==> config.mk <==
export PLATFORM = sky130hd
export DESIGN_NAME = key_command_decoder_flat
export DESIGN_NICKNAME = d
export VERILOG_FILES = /design/src/rtl/key_command_decoder_pkg.sv /design/src/rtl/key_command_decoder_if.sv /design/src/rtl/key_command_decoder_debouncer.sv /design/src/rtl/key_command_decoder.sv /design/src/flat_wrapper.sv
export SDC_FILE = /design/constraint.sdc
export NUM_CORES = 1
export LEC_CHECK = 0
export ABC_AREA = 1
export BUFFER_PORTS_ARGS = -buffer_cell sky130_fd_sc_hd__buf_2
export CAP_MARGIN = 20
export CORE_UTILIZATION = 34
export DETAILED_ROUTE_END_ITERATION = 8
export SYNTH_ARGS = -nofsm -noshare
export SYNTH_HDL_FRONTEND = slang
export SYNTH_SLANG_ARGS = --single-unit
==> constraint.sdc <==
create_clock -name clk -period 1.2 [get_ports clk]
set_input_delay 0.24 -clock clk [delete_from_list [all_inputs] [get_ports clk]]
set_output_delay 0.24 -clock clk [all_outputs]
set_load 0.02 [all_outputs]
==> src/rtl/key_command_decoder_pkg.sv <==
// Shared types for the key-command path: gameCommand tokens, key indices and
// the press priority encoder.
package key_command_decoder_pkg;

    typedef enum logic [1:0] {
        NONE  = 2'd0,
        HIT   = 2'd1,
        STAND = 2'd2,
        DEAL  = 2'd3
    } gameCommand;

    localparam int NUM_KEYS  = 3;
    localparam int KEY_HIT   = 0;
    localparam int KEY_STAND = 1;
    localparam int KEY_DEAL  = 2;

    // Highest-priority press wins: DEAL > STAND > HIT.
    function automatic gameCommand select_command(input logic [NUM_KEYS-1:0] press);
        gameCommand sel;
        sel = NONE;
        if (press[KEY_DEAL])
            sel = DEAL;
        else if (press[KEY_STAND])
            sel = STAND;
        else if (press[KEY_HIT])
            sel = HIT;
        return sel;
    endfunction

endpackage

==> src/rtl/key_command_decoder_if.sv <==
// Valid/ready command channel from the key decoder to the game FSM.
interface key_command_decoder_if;
    import key_command_decoder_pkg::*;

    gameCommand cmd;
    logic       cmd_valid;
    logic       cmd_ready;

    modport master (output cmd, output cmd_valid, input cmd_ready);
    modport slave  (input cmd, input cmd_valid, output cmd_ready);

endinterface

==> src/rtl/key_command_decoder_debouncer.sv <==
// One key: 2-flop synchroniser, optional debouncer (KEY_DEBOUNCE_EN) and
// press-edge detector. level/press are active-high.
module key_debouncer #(
    parameter int DEBOUNCE_CYCLES = 8
) (
    input  logic clk,
    input  logic reset,
    input  logic raw_n,
    output logic level,
    output logic press
);

    if (DEBOUNCE_CYCLES < 1 || DEBOUNCE_CYCLES > 255) begin : g_bad_cycles
        $error("key_debouncer: DEBOUNCE_CYCLES must be 1..255");
    end

    logic sync1_reg;
    logic sync2_reg;
    logic down;
    logic level_d_reg;

    always_ff @(posedge clk) begin
        if (reset) begin
            sync1_reg <= 1'b1;
            sync2_reg <= 1'b1;
        end else begin
            sync1_reg <= raw_n;
            sync2_reg <= sync1_reg;
        end
    end

`ifdef KEY_DEBOUNCE_EN
    logic [7:0] count_reg;
    logic [7:0] count_next;
    logic       stable_n_reg;
    logic       stable_n_next;

    // The count clears on agreement and also on the flip itself.
    always_comb begin
        count_next    = '0;
        stable_n_next = stable_n_reg;
        if (sync2_reg != stable_n_reg) begin
            if (count_reg == 8'(DEBOUNCE_CYCLES - 1))
                stable_n_next = sync2_reg;
            else
                count_next = count_reg + 8'd1;
        end
    end

    always_ff @(posedge clk) begin
        if (reset) begin
            count_reg    <= '0;
            stable_n_reg <= 1'b1;
        end else begin
            count_reg    <= count_next;
            stable_n_reg <= stable_n_next;
        end
    end

    assign down = ~stable_n_reg;
`else
    assign down = ~sync2_reg;
`endif

    always_ff @(posedge clk) begin
        if (reset)
            level_d_reg <= 1'b0;
        else
            level_d_reg <= down;
    end

    assign level = down;
    assign press = down & ~level_d_reg;

endmodule

==> src/rtl/key_command_decoder.sv <==
// Push-button front end: three debounced keys become single gameCommand tokens
// held in a one-entry output register. Debouncing is enabled by KEY_DEBOUNCE_EN.
module key_command_decoder
    import key_command_decoder_pkg::*;
#(
    parameter int DEBOUNCE_CYCLES = 8
) (
    input  logic                  clk,
    input  logic                  reset,
    input  logic [NUM_KEYS-1:0]   KEY,
    key_command_decoder_if.master cmd_if,
    output logic [NUM_KEYS-1:0]   keys_down,
    output logic                  cmd_dropped
);

    logic [NUM_KEYS-1:0] press;

    for (genvar gi = 0; gi < NUM_KEYS; gi++) begin : g_key
        key_debouncer #(
            .DEBOUNCE_CYCLES(DEBOUNCE_CYCLES)
        ) u_key (
            .clk   (clk),
            .reset (reset),
            .raw_n (KEY[gi]),
            .level (keys_down[gi]),
            .press (press[gi])
        );
    end

    gameCommand cmd_reg;
    gameCommand cmd_next;
    logic       valid_reg;
    logic       valid_next;
    logic       dropped_reg;
    logic       dropped_next;
    logic       any_press;
    logic       multi_press;

    assign any_press   = |press;
    assign multi_press = (press[0] & press[1]) | (press[0] & press[2]) | (press[1] & press[2]);

    // A completing handshake frees the slot in the same cycle, so a
    // coinciding press reloads without a bubble.
    always_comb begin
        cmd_next     = cmd_reg;
        valid_next   = valid_reg;
        dropped_next = 1'b0;
        if (valid_reg && cmd_if.cmd_ready) begin
            valid_next = 1'b0;
            cmd_next   = NONE;
        end
        if (any_press) begin
            if (!valid_reg || cmd_if.cmd_ready) begin
                valid_next   = 1'b1;
                cmd_next     = select_command(press);
                dropped_next = multi_press;
            end else begin
                dropped_next = 1'b1;
            end
        end
    end

    always_ff @(posedge clk) begin
        if (reset) begin
            cmd_reg     <= NONE;
            valid_reg   <= 1'b0;
            dropped_reg <= 1'b0;
        end else begin
            cmd_reg     <= cmd_next;
            valid_reg   <= valid_next;
            dropped_reg <= dropped_next;
        end
    end

    assign cmd_if.cmd       = cmd_reg;
    assign cmd_if.cmd_valid = valid_reg;
    assign cmd_dropped      = dropped_reg;

endmodule

==> src/flat_wrapper.sv <==
// flat-port wrapper written by rule: the top's interface ports become plain ports
module key_command_decoder_flat import key_command_decoder_pkg::*;
#(
    parameter int DEBOUNCE_CYCLES = 8
)
  (clk, reset, KEY, keys_down, cmd_dropped, cmd_if_cmd, cmd_if_cmd_valid, cmd_if_cmd_ready);
  key_command_decoder_if cmd_if_i ();
  input  logic clk;
  input  logic reset;
  input  logic [NUM_KEYS-1:0] KEY;
  output logic [NUM_KEYS-1:0] keys_down;
  output logic cmd_dropped;
  output wire logic [$bits(cmd_if_i.cmd)-1:0] cmd_if_cmd;
  output wire logic [$bits(cmd_if_i.cmd_valid)-1:0] cmd_if_cmd_valid;
  input wire logic [$bits(cmd_if_i.cmd_ready)-1:0] cmd_if_cmd_ready;
  assign cmd_if_cmd = cmd_if_i.cmd;
  assign cmd_if_cmd_valid = cmd_if_i.cmd_valid;
  assign cmd_if_i.cmd_ready = cmd_if_cmd_ready;
  key_command_decoder #(.DEBOUNCE_CYCLES(DEBOUNCE_CYCLES)) u_core (.clk(clk), .reset(reset), .KEY(KEY), .cmd_if(cmd_if_i), .keys_down(keys_down), .cmd_dropped(cmd_dropped));
endmodule
* Word-level counts from Yosys, hierarchy flattened
Cells that the tools add are included.
** Cells by class
- $add $sub $neg :: 0
- Bitwise gates (word level) :: 15
- $lt $le $gt $ge :: 0
- Div/mod/pow operators :: 0
- Mux-type cells :: 10
- Equality and inequality tests :: 0
- Reductions and logical operators :: 5
- Multiply operators :: 0
- Shift operators :: 0
** Operators with widths (number)
- $mux W2 :: 5
- $not A1 Y1 :: 7
- $and A1 B1 Y1 :: 6
- $mux W1 :: 5
- $reduce_or A3 Y1 :: 1
- $or A1 B1 Y1 :: 2
- $reduce_or A2 Y1 :: 1
- $logic_and A1 B1 Y1 :: 1
- $logic_not A1 Y1 :: 1
- $logic_or A1 B1 Y1 :: 1
** Word-level totals
- Output and inout port bits :: 7
- Bits in registers :: 13
- Bits in latches :: 0
- Logic and storage cells :: 42
- Memories kept :: 0
- Bits of input ports :: 6
- RAM bits :: 0
- ROM bits :: 0

* Depth between registers and ports, before layout
Gate-level depths: netlist of the first run.
- Depth after elaboration :: 7
- Depth in mapped cells :: 6

* Modules after synthesis
Synthesis of the first run repeated with hierarchy kept, for this count alone.
** Second synthesis, totals
- Cell total of the unflattened synthesis :: 59
- Area, all modules :: 465.4 um2
** By module, submodules not included
- key_debouncer :: cells an instance 11, times used 3, area each 90.1 um2, sequential area each 60.1 um2
- key_command_decoder :: cells an instance 26, times used 1, area each 195.2 um2, sequential area each 80.1 um2

* Worst setup path after synthesis of the first run
No wires, ideal clock.
- Path kind :: register to register
- Start :: reg u_core.valid_reg, in the netlist u_core.cmd_if.cmd_valid
- End :: reg u_core.cmd_reg[0], in the netlist u_core.cmd_if.cmd[0]
- Slack :: 0.259 ns
- Required time :: 1.084 ns
- Stages on the path, launching flop included :: 6
- Arrival :: 0.824 ns
- Library setup time :: 0.116 ns
- Cells stage by stage :: dfxtp_1 inv_1 nor2_1 inv_1 nand2_1 a21oi_2
** On the way
- Cells in the longest elaborated chain, start to end :: 4
- Elaborated cells on any way between the ends :: 6
** Ends and longest elaborated chain
- from (decl) :: RTL line key_command_decoder.sv:32 : logic valid_reg;
- from (signal assigned) :: RTL line key_command_decoder.sv:70 : valid_reg <= valid_next;
- $logic_and A1 B1 Y1 or $logic_not A1 Y1 (tied branches) :: RTL line key_command_decoder.sv:48, key_command_decoder.sv:53
- $mux W2 or $logic_or A1 B1 Y1 (tied branches) :: RTL line key_command_decoder.sv:48, key_command_decoder.sv:53
- $mux W2 :: RTL line key_command_decoder.sv:53 : if (!valid_reg || cmd_if.cmd_ready) begin
- $mux W2 (*) :: RTL line key_command_decoder.sv:52 : if (any_press) begin
- to (signal assigned) :: RTL line key_command_decoder.sv:69 : cmd_reg <= cmd_next;
- to (decl) :: RTL line key_command_decoder.sv:30 : gameCommand cmd_reg;
Mark *: on every way between the ends. The rest lies on a longest branch, timed or not.
A chain may end at the register's enable or synchronous reset.

* Final worst setup path of the first run
- Start :: reg u_core.g_key[1].u_key.sync2_reg
- End :: out keys_down[1]
** On the way
- Cells in the longest elaborated chain, start to end :: 1
** Ends and longest elaborated chain
- from (decl) :: RTL line key_command_decoder_debouncer.sv:18 : logic sync2_reg;
- from (signal assigned) :: RTL line key_command_decoder_debouncer.sv:28 : sync2_reg <= sync1_reg;
- $not A1 Y1 :: RTL line key_command_decoder_debouncer.sv:62 : assign down = ~sync2_reg;
- to (decl) :: RTL line flat_wrapper.sv:11 : output logic [NUM_KEYS-1:0] keys_down;
Every way passes these cells.

==> results of run 1 <==
[power groups by stage]
stage               clock network [mW]  logic (mW)  registers (mW)
detailed placement                   0      0.0911           0.471
global route                     0.307       0.101           0.464
floorplan                            0      0.0588           0.481
CTS                              0.284      0.0914           0.460
global placement                     0      0.0907           0.470
finish                           0.266      0.0897           0.460
[routing by layer]
metal	up-vias	global-route usage [%]
li1	195	-
met1	149	10.51
met2	13	18.15
met3	0	8.333
met4	0	5.000
met5	-	0
[per-stage QoR]
stage | hold WS, ps | total power [mW] | cell area (µm²) | worst slack (ps) | instances
2_1_floorplan | 343.8 | 0.5399 | 498.0 | 259.2 | 59
3_3_place_gp | 391.4 | 0.5612 | 549.3 | 301.3 | 82
3_5_place_dp | 394.5 | 0.5618 | 549.3 | 304.0 | 82
4_1_cts | 130.0 | 0.8360 | 576.8 | 97.28 | 86
5_1_grt | 127.1 | 0.8721 | 576.8 | 63.47 | 86
6_report | 144.2 | 0.8162 | 576.8 | 123.0 | 86
[placed cells by master, fill, tap and decap left out]
cell      count
dfxtp_1      13
buf_2        12
inv_1         8
nand2_1       8
or2_2         6
nor2_1        5
inv_2         3
clkbuf_4      3
nand2_2       2
o21ai_0       2
nand2_4       1
nand3_1       1
nand3_2       1
a31oi_1       1
o211ai_1      1
a21oi_1       1
and2_1        1
a21oi_2       1
clkinv_2      1
[worst register-to-register path, stage by stage (launching register included)]
cell and delay [ps]:
dfxtp_1 360, inv_2 50, nand2_2 70, nand3_2 90, o21ai_0 170, inv_1 50
[cells by family (layout without fill, tap and decap cells)]
logic type,count (synthesis),count (layout),share of synthesized area (%)
AND/OR/NAND/NOR,25,25,26.38
flip-flops,13,13,52.26
buffers and inverters,15,27,13.82
AO/OA/AOI/OAI,6,6,7.538
[final cells by class]
class	instances	area, µm²
fillers	138	757.0
multi-input cells	31	168.9
clock buffers	3	22.52
flip-flops and latches	13	260.3
inverters	11	41.29
well taps	15	18.77
clock inverters	1	5.005
repair buffers	12	60.06
[worst max-delay path by stage]
stage	from	end	slack, ps	cells after the start
floorplan	u_core.cmd_if.cmd_valid	u_core.cmd_if.cmd[0]	260	5
global placement	u_core.g_key[1].u_key.sync2_reg	u_core.cmd_if.cmd_valid	300	5
detailed placement	u_core.g_key[1].u_key.sync2_reg	u_core.cmd_if.cmd_valid	300	5
CTS	u_core.g_key[1].u_key.sync2_reg	keys_down[1]	100	2
global route	u_core.g_key[1].u_key.sync2_reg	keys_down[1]	60	2
finish	u_core.g_key[1].u_key.sync2_reg	keys_down[1]	120	2
==> reports/metrics.yaml, run 1 <==
run_status:
  status: "finished clean"
synth:
  syn_inst: 59
  synth_edf_count: 0
  ys_warn_count: 0
  ys_ff_latch: 13
  ys_types: 18
  synth.avg_cell_area_um2: 8.440
  synthesis.area_um2: 498.0
  synthFlopType: "dfxtp_1"
  synth_area_leaders: "dfxtp_1 (52%), or2_2 (7.5%), inv_1 (6.0%)"
  synthDominantCellAreaShare_pct: 52.26
  synth_commonest_cells: "dfxtp_1 (13), inv_1 (8), nand2_1 (8)"
  syn_nets: 65
  yosysMostFrequentCell: "dfxtp_1"
  async_reset_ff_share_pct: 0
  post-synth-top-area-cell: "dfxtp_1"
  seq_area_frac_synth_pct: 52.26
layout:
  synthToLayoutAreaGrowth_pct: 15.83
  fin_nets: 78
  drive_gt1_share_pct: 42.25
  diodes: 0
  final_core_util_pct: 43.25
sta:
  rsz0062_at_grt: "no"
  maxSlewHeadroom_pct: 86.99
  min_period_ps: 1077
  drv_slew: 0
  setup_violations: 0
  worst_pin_slew_ps: 195.1
  hold_violations: 0
  fin_setup_tns_ps: 0
  finalCritPeriodShare_pct: 89.75
  fin_skew_ps: 4.022
  fmax_mhz: 928.5
die:
  io_pins: 13
  coreArea_um2: 1334
  fp.dieW_um: 40.27
  start_util_pct: 37.34
  die_h_um: 40.27
  dieArea_um2: 1622
  rows: 13
global_routing:
  antenna_found_initial: 0
  grt_overflow_total: 0
  grt_pass1_vias: 278
  grt_max_degree: 13
  grt_pass1_wl_mm: 1.055
  track_usage_pct: 11.19
route:
  wl_met2_um: 315
  drtIter0Drc: 3
  num_vias: 357
  routed.top_layer: "met3"
  viasPerCell: 4.151
  met1Wirelength_um: 315
  drc: 0
  ant_nets: 0
  drtPass1Iterations: 4
  routed_wl_um: 696
  wire_per_inst_um: 8.093
  dr_wl_met3_um: 65
pwr:
  pwr-share-comb_pct: 11.0
  internal-power_mw: 0.6112
  powerDensity_nw_per_um2: 1415
  seqPwrFrac_pct: 56.4
  swShare_pct: 25.12
  p_leak_nw: 0.2972
  clkPwrFrac_pct: 32.6
  power.switching_mw: 0.2050
  ir_drop_mv: 0.8099
clock_tree:
  clkSlewWorstSetupHoldPaths_ps: 80
  clk_latency_ps: 270
  cts_buffers: 3
  cts-resized-gates: 0
  root_buffer: "clkbuf_4"
  cts.sinks: 13
  postCtsSetupBuffers: 0
  htreeDepth: 1
  cts_max_path_buffers: 2
  cts_tree: "built"
  holdBufCountCts: 0
worst_setup_path:
  rrSetupSlack_ps: 310
  reg2reg_from: "u_core.g_key[1].u_key.sync2_reg"
  required_ps: 960
  crit_fanout: 3
  r2r_cells: 5
  crit_family: "flip-flops"
  cp.arrival_ps: 840
  crit_chain: "inv_2 > buf_2"
  critical_path_buf_inv_count: 2
  slowest_delay_ps: 360
  path_class: "reg -> out"
  crit_slowest_cell: "dfxtp_1"
  cp-end-kind: "primary output"
  worstReg2RegEnd: "u_core.cmd_if.cmd_valid"
  critPathLaunchType: "flip-flop"
placement:
  dp.final_hpwl_um: 535.2
  gp_congestion: 0.6970
  io_buffers: 12
worst_hold_path:
  worstHoldStart: "KEY[2]"
  hp-class: "in -> reg"
  min_path_cells: 2
  hold_path_end: "u_core.g_key[2].u_key.sync1_reg"
flow_run:
  maxCapViolCount: 0
(Power assumes the default switching activity.)
==> inputs of run 2 (changes only) <==
--- a/config.mk
+++ b/config.mk
@@ -8,8 +8,11 @@
 export ABC_AREA = 1
 export BUFFER_PORTS_ARGS = -buffer_cell sky130_fd_sc_hd__buf_2
 export CAP_MARGIN = 20
-export CORE_UTILIZATION = 34
+export CELL_PAD_IN_SITES_DETAIL_PLACEMENT = 1
+export CELL_PAD_IN_SITES_GLOBAL_PLACEMENT = 2
+export CORE_UTILIZATION = 29
 export DETAILED_ROUTE_END_ITERATION = 8
+export PLACE_DENSITY_LB_ADDON = 0.1
 export SYNTH_ARGS = -nofsm -noshare
 export SYNTH_HDL_FRONTEND = slang
 export SYNTH_SLANG_ARGS = --single-unit
==> run 2 against run 1 <==
  * The run now ends with design-rule violations left
  * Die area up 16%
  * Setup slack worse by 26 ps
  * Combinational power rose by 0.4%
  * Non-clock buffer count stayed put
  * Count of clock-buffer cells in the layout unchanged
  * Flip-flop and latch count stayed put
  * Register-to-register slack worse by 40 ps
  * First-iteration DRC count increased by 33%
  * Sequential share of layout area shrank 0.098 points
  * Sequential power is essentially flat
  * Wire length grew 16%
  * Critical path type unchanged
  * Global-route usage increased by 0.35 points
==> reports/metrics.yaml, run 2 (synthesis results as in run 1) <==
layout:
  synthToLayoutAreaGrowth_pct: 16.08
  diodes: 0
  n_fill_cell: 209
  final_core_util_pct: 37.08
  fin_nets: 78
  drive_gt1_share_pct: 42.25
  layout_commonest_cell: "dfxtp_1"
  most-common-layout-cells: "dfxtp_1 (13), buf_2 (12), inv_1 (8), nand2_1 (8), or2_2 (6)"
sta:
  rsz0062_at_grt: "no"
  maxSlewHeadroom_pct: 87.67
  fin_setup_tns_ps: 0
  hold_violations: 0
  fmax_mhz: 906.4
  worst_pin_slew_ps: 183.1
  fin_skew_ps: 5.342
  setup_violations: 0
  setup_slack_ps: 96.76
  finalCritPeriodShare_pct: 91.94
  min_period_ps: 1103
  drv_slew: 0
clock_tree:
  htreeDepth: 1
  cts.sinks: 13
  cts-resized-gates: 0
  clkSlewWorstSetupHoldPaths_ps: 80
  cts_max_path_buffers: 2
  root_buffer: "clkbuf_4"
  holdBufCountCts: 0
  cts_tree: "built"
  cts_buffers: 3
  postCtsSetupBuffers: 0
  clk_latency_ps: 270
global_routing:
  grt_pass1_wl_mm: 1.483
  track_usage_pct: 11.54
  grt_overflow_total: 0
  antenna_found_initial: 0
  grt_pass1_vias: 350
  grt_max_degree: 13
worst_setup_path:
  required_ps: 960
  critPathLaunchType: "flip-flop"
  crit_chain: "inv_2 > buf_2"
  cp-end-kind: "primary output"
  path_class: "reg -> out"
  crit_slowest_cell: "dfxtp_1"
  crit_fanout: 3
  cp.arrival_ps: 860
  slowest_delay_ps: 390
route:
  drtPass1Iterations: 5
  viasPerCell: 4.161
  ant_nets: 0
  routed_wl_um: 804
  drc: 2
  drtIter0Drc: 4
  num_vias: 362
  wire_per_inst_um: 9.241
die:
  die_h_um: 43.44
  start_util_pct: 31.94
  dieArea_um2: 1887
  fp.dieW_um: 43.44
  coreArea_um2: 1559
  rows: 14
  io_pins: 13
placement:
  gp_congestion: 0.6894
  dpl_worst_slack_ps: 259.6
  io_buffers: 12
  dp.final_hpwl_um: 634.3
worst_hold_path:
  hp-class: "in -> reg"
pwr:
  p_leak_nw: 0.2972
  powerDensity_nw_per_um2: 1417
  total_power_mw: 0.8191
  ir_drop_mv: 0.9936
run_status:
  violations: "design-rule violations"
  status: "finished with violations"
flow_run:
  maxCapViolCount: 0
## run 2: layout make-up
cell class	instances	area, µm²	area share [%]
multi-input cells	31	168.9	29.22
flip-flops and latches	13	260.3	45.02
clock inverters	1	5.005	0.8658
inverters	11	41.29	7.143
well taps	16	20.02	3.463
clock buffers	3	22.52	3.896
repair buffers	12	60.06	10.39
## run 2: path summary, 6_finish.rpt
path,startpoint,to,slack (ps),depth (start not counted)
worst max register to register,u_core.g_key[1].u_key.sync2_reg,u_core.cmd_if.cmd_valid,270,5
worst min register to register,u_core.g_key[0].u_key.sync1_reg,u_core.g_key[0].u_key.sync2_reg,420,1
worst min-delay path,KEY[0],u_core.g_key[0].u_key.sync1_reg,150,2
worst max-delay path,u_core.g_key[1].u_key.sync2_reg,keys_down[1],100,2
## run 2: where the power goes
group          switching [mW]  internal, mW  leakage, nW
clock network           0.144         0.123       0.0177
registers             0.00961         0.452        0.107
logic                  0.0541        0.0360        0.172
## run 2: worst max-delay path, delay by kind of cell, from the launching register on
| family | cells | cell delay, ps |
|---|---|---|
| flip-flops | 1 | 390 |
| buffers and inverters | 2 | 200 |
## run 2: metal layers
layer | track usage, % | share of wire [%]
met5 | 0 | 0
met1 | 12.63 | 49
met3 | 7.500 | 5.1
met2 | 16.36 | 43
met4 | 7.500 | 1.9
## run 2: metrics by stage
| stage | area, µm² | cells | hold WS (ps) |
|---|---|---|---|
| global placement | 550.5 | 83 | 391.7 |
| CTS | 578.1 | 87 | 132.1 |
| floorplan | 498.0 | 59 | 343.8 |
| finish | 578.1 | 87 | 145.0 |
| detailed placement | 550.5 | 83 | 397.9 |
| global route | 578.1 | 87 | 114.1 |
==> inputs of run 3 (changes only) <==
==> constraint.sdc (replaced) <==
create_clock -name clk -period 1.2 [get_ports clk]
set_input_delay 0.06 -clock clk [delete_from_list [all_inputs] [get_ports clk]]
set_output_delay 0.06 -clock clk [all_outputs]
set_load 0.02 [all_outputs]
==> run 3 against run 2 <==
  * The run still ends with design-rule violations left
  * Total power is 0.95% higher
  * Final area is 5.2% higher
  * Register-to-register slack hardly changed
  * Critical path depth is 3 higher
  * Setup slack better by 170 ps
  * Utilization is 1.9 points higher
  * Count of clock-buffer cells in the layout stayed put
  * Die area stayed put
==> reports/metrics.yaml, run 3 (synthesis results as in run 1) <==
sta:
  hold_ws_ps: 63.07
  setup_violations: 0
  fin_skew_ps: 4.900
  fmax_mhz: 1074
  finalCritPeriodShare_pct: 77.60
  rsz0062_at_grt: "no"
  min_period_ps: 931.2
  hold_violations: 0
  worst_pin_slew_ps: 183.1
  drv_slew: 0
  fin_setup_tns_ps: 0
  maxSlewHeadroom_pct: 87.67
global_routing:
  grt_pass1_wl_mm: 1.497
  grt_overflow_total: 0
  antenna_found_initial: 0
  grt_pass1_vias: 355
  track_usage_pct: 11.71
  busiest_layer: "met2"
  use_met1_pct: 12.89
  grt_max_degree: 13
  use_met2_pct: 16.67
  met3_usage_pct: 7.500
worst_setup_path:
  cp-end-kind: "flip-flop"
  cp.arrival_ps: 1100
  path_class: "reg -> reg"
  crit_fanout: 3
  critPathLaunchType: "flip-flop"
  required_ps: 1370
placement:
  io_buffers: 12
  gp_congestion: 0.6894
  dp.final_hpwl_um: 634.3
clock_tree:
  root_buffer: "clkbuf_4"
  cts-resized-gates: 0
  cts_max_path_buffers: 2
  htreeDepth: 1
  cts.sinks: 13
  postCtsSetupBuffers: 0
  clkSlewWorstSetupHoldPaths_ps: 80
  cts_tree: "built"
  clk_latency_ps: 270
  cts_buffers: 3
die:
  fp.dieW_um: 43.44
  dieArea_um2: 1887
  rows: 14
  start_util_pct: 31.94
  coreArea_um2: 1559
  io_pins: 13
  die_h_um: 43.44
worst_hold_path:
  hp-class: "in -> reg"
route:
  drtPass1Iterations: 5
  viasPerCell: 4.156
  routed_wl_um: 822
  ant_nets: 0
  drtIter0Drc: 4
  drc: 2
  wire_per_inst_um: 9.133
  num_vias: 374
flow_run:
  maxCapViolCount: 0
pwr:
  p_leak_nw: 0.3097
  powerDensity_nw_per_um2: 1360
  total_power_mw: 0.8268
  ir_drop_mv: 0.9960
run_status:
  violations: "design-rule violations"
  status: "finished with violations"
layout:
  layout_commonest_cell: "dfxtp_1"
  diodes: 0
  drive_gt1_share_pct: 40.54
  fin_nets: 81
  most-common-layout-cells: "dfxtp_1 (13), buf_2 (12), inv_1 (8), nand2_1 (8), or2_2 (6)"
  synthToLayoutAreaGrowth_pct: 22.11
[run 3: cell types whose count changed in the layout (fill, tap and decap cells not counted)]
| cell | delta |
|---|---|
| dlygate4sd3_1 | +3 |
[run 3: per-stage QoR]
stage	util (%)	cell area (µm²)	instances	setup WS, ps
after floorplan	-	498.0	59	259.2
after global placement	35.31	550.5	83	239.4
after detailed placement	35.31	550.5	83	259.6
after CTS	39.00	608.1	90	242.3
after global routing	39.00	608.1	90	154.2
final	39.00	608.1	90	268.8
[run 3: worst paths after layout]
check | start | end | slack (ps) | depth (start not counted)
max reg2reg | u_core.g_key[1].u_key.sync2_reg | u_core.cmd_if.cmd_valid | 270 | 5
min reg2reg | u_core.g_key[0].u_key.sync1_reg | u_core.g_key[0].u_key.sync2_reg | 420 | 1
max | u_core.g_key[1].u_key.sync2_reg | u_core.cmd_if.cmd_valid | 270 | 5
min | reset | u_core.cmd_if.cmd[0] | 60 | 2
[run 3: layout make-up]
class                   count  area (µm²)
well taps                  16       20.02
repair buffers             15       90.09
inverters                  11       41.29
fillers                   205       950.9
clock buffers               3       22.52
flip-flops and latches     13       260.3
clock inverters             1       5.005
multi-input cells          31       168.9
[run 3: worst max-delay path, stage by stage (launching register included)]
cell and delay (ps):
dfxtp_1 390, inv_2 50, nand2_2 80, nand3_2 90, o21ai_0 170, inv_1 60
[run 3: routing by layer]
| layer | up-vias | routed length [µm] |
|---|---|---|
| met2 | 10 | 371 |
| met4 | 0 | 15 |
| met3 | 2 | 38 |
| met1 | 160 | 396 |
| met5 | - | 0 |
| li1 | 202 | - |
[run 3: timing repair]
item	in CTS	in global routing
hold buffers	3	0
endpoints found under the hold margin	3	0
setup endpoints to repair	0	0
[run 3: power by group]
group          switching, mW  internal (mW)
registers            0.00956          0.452
clock network          0.144          0.123
logic                 0.0552         0.0423
total                  0.209          0.618
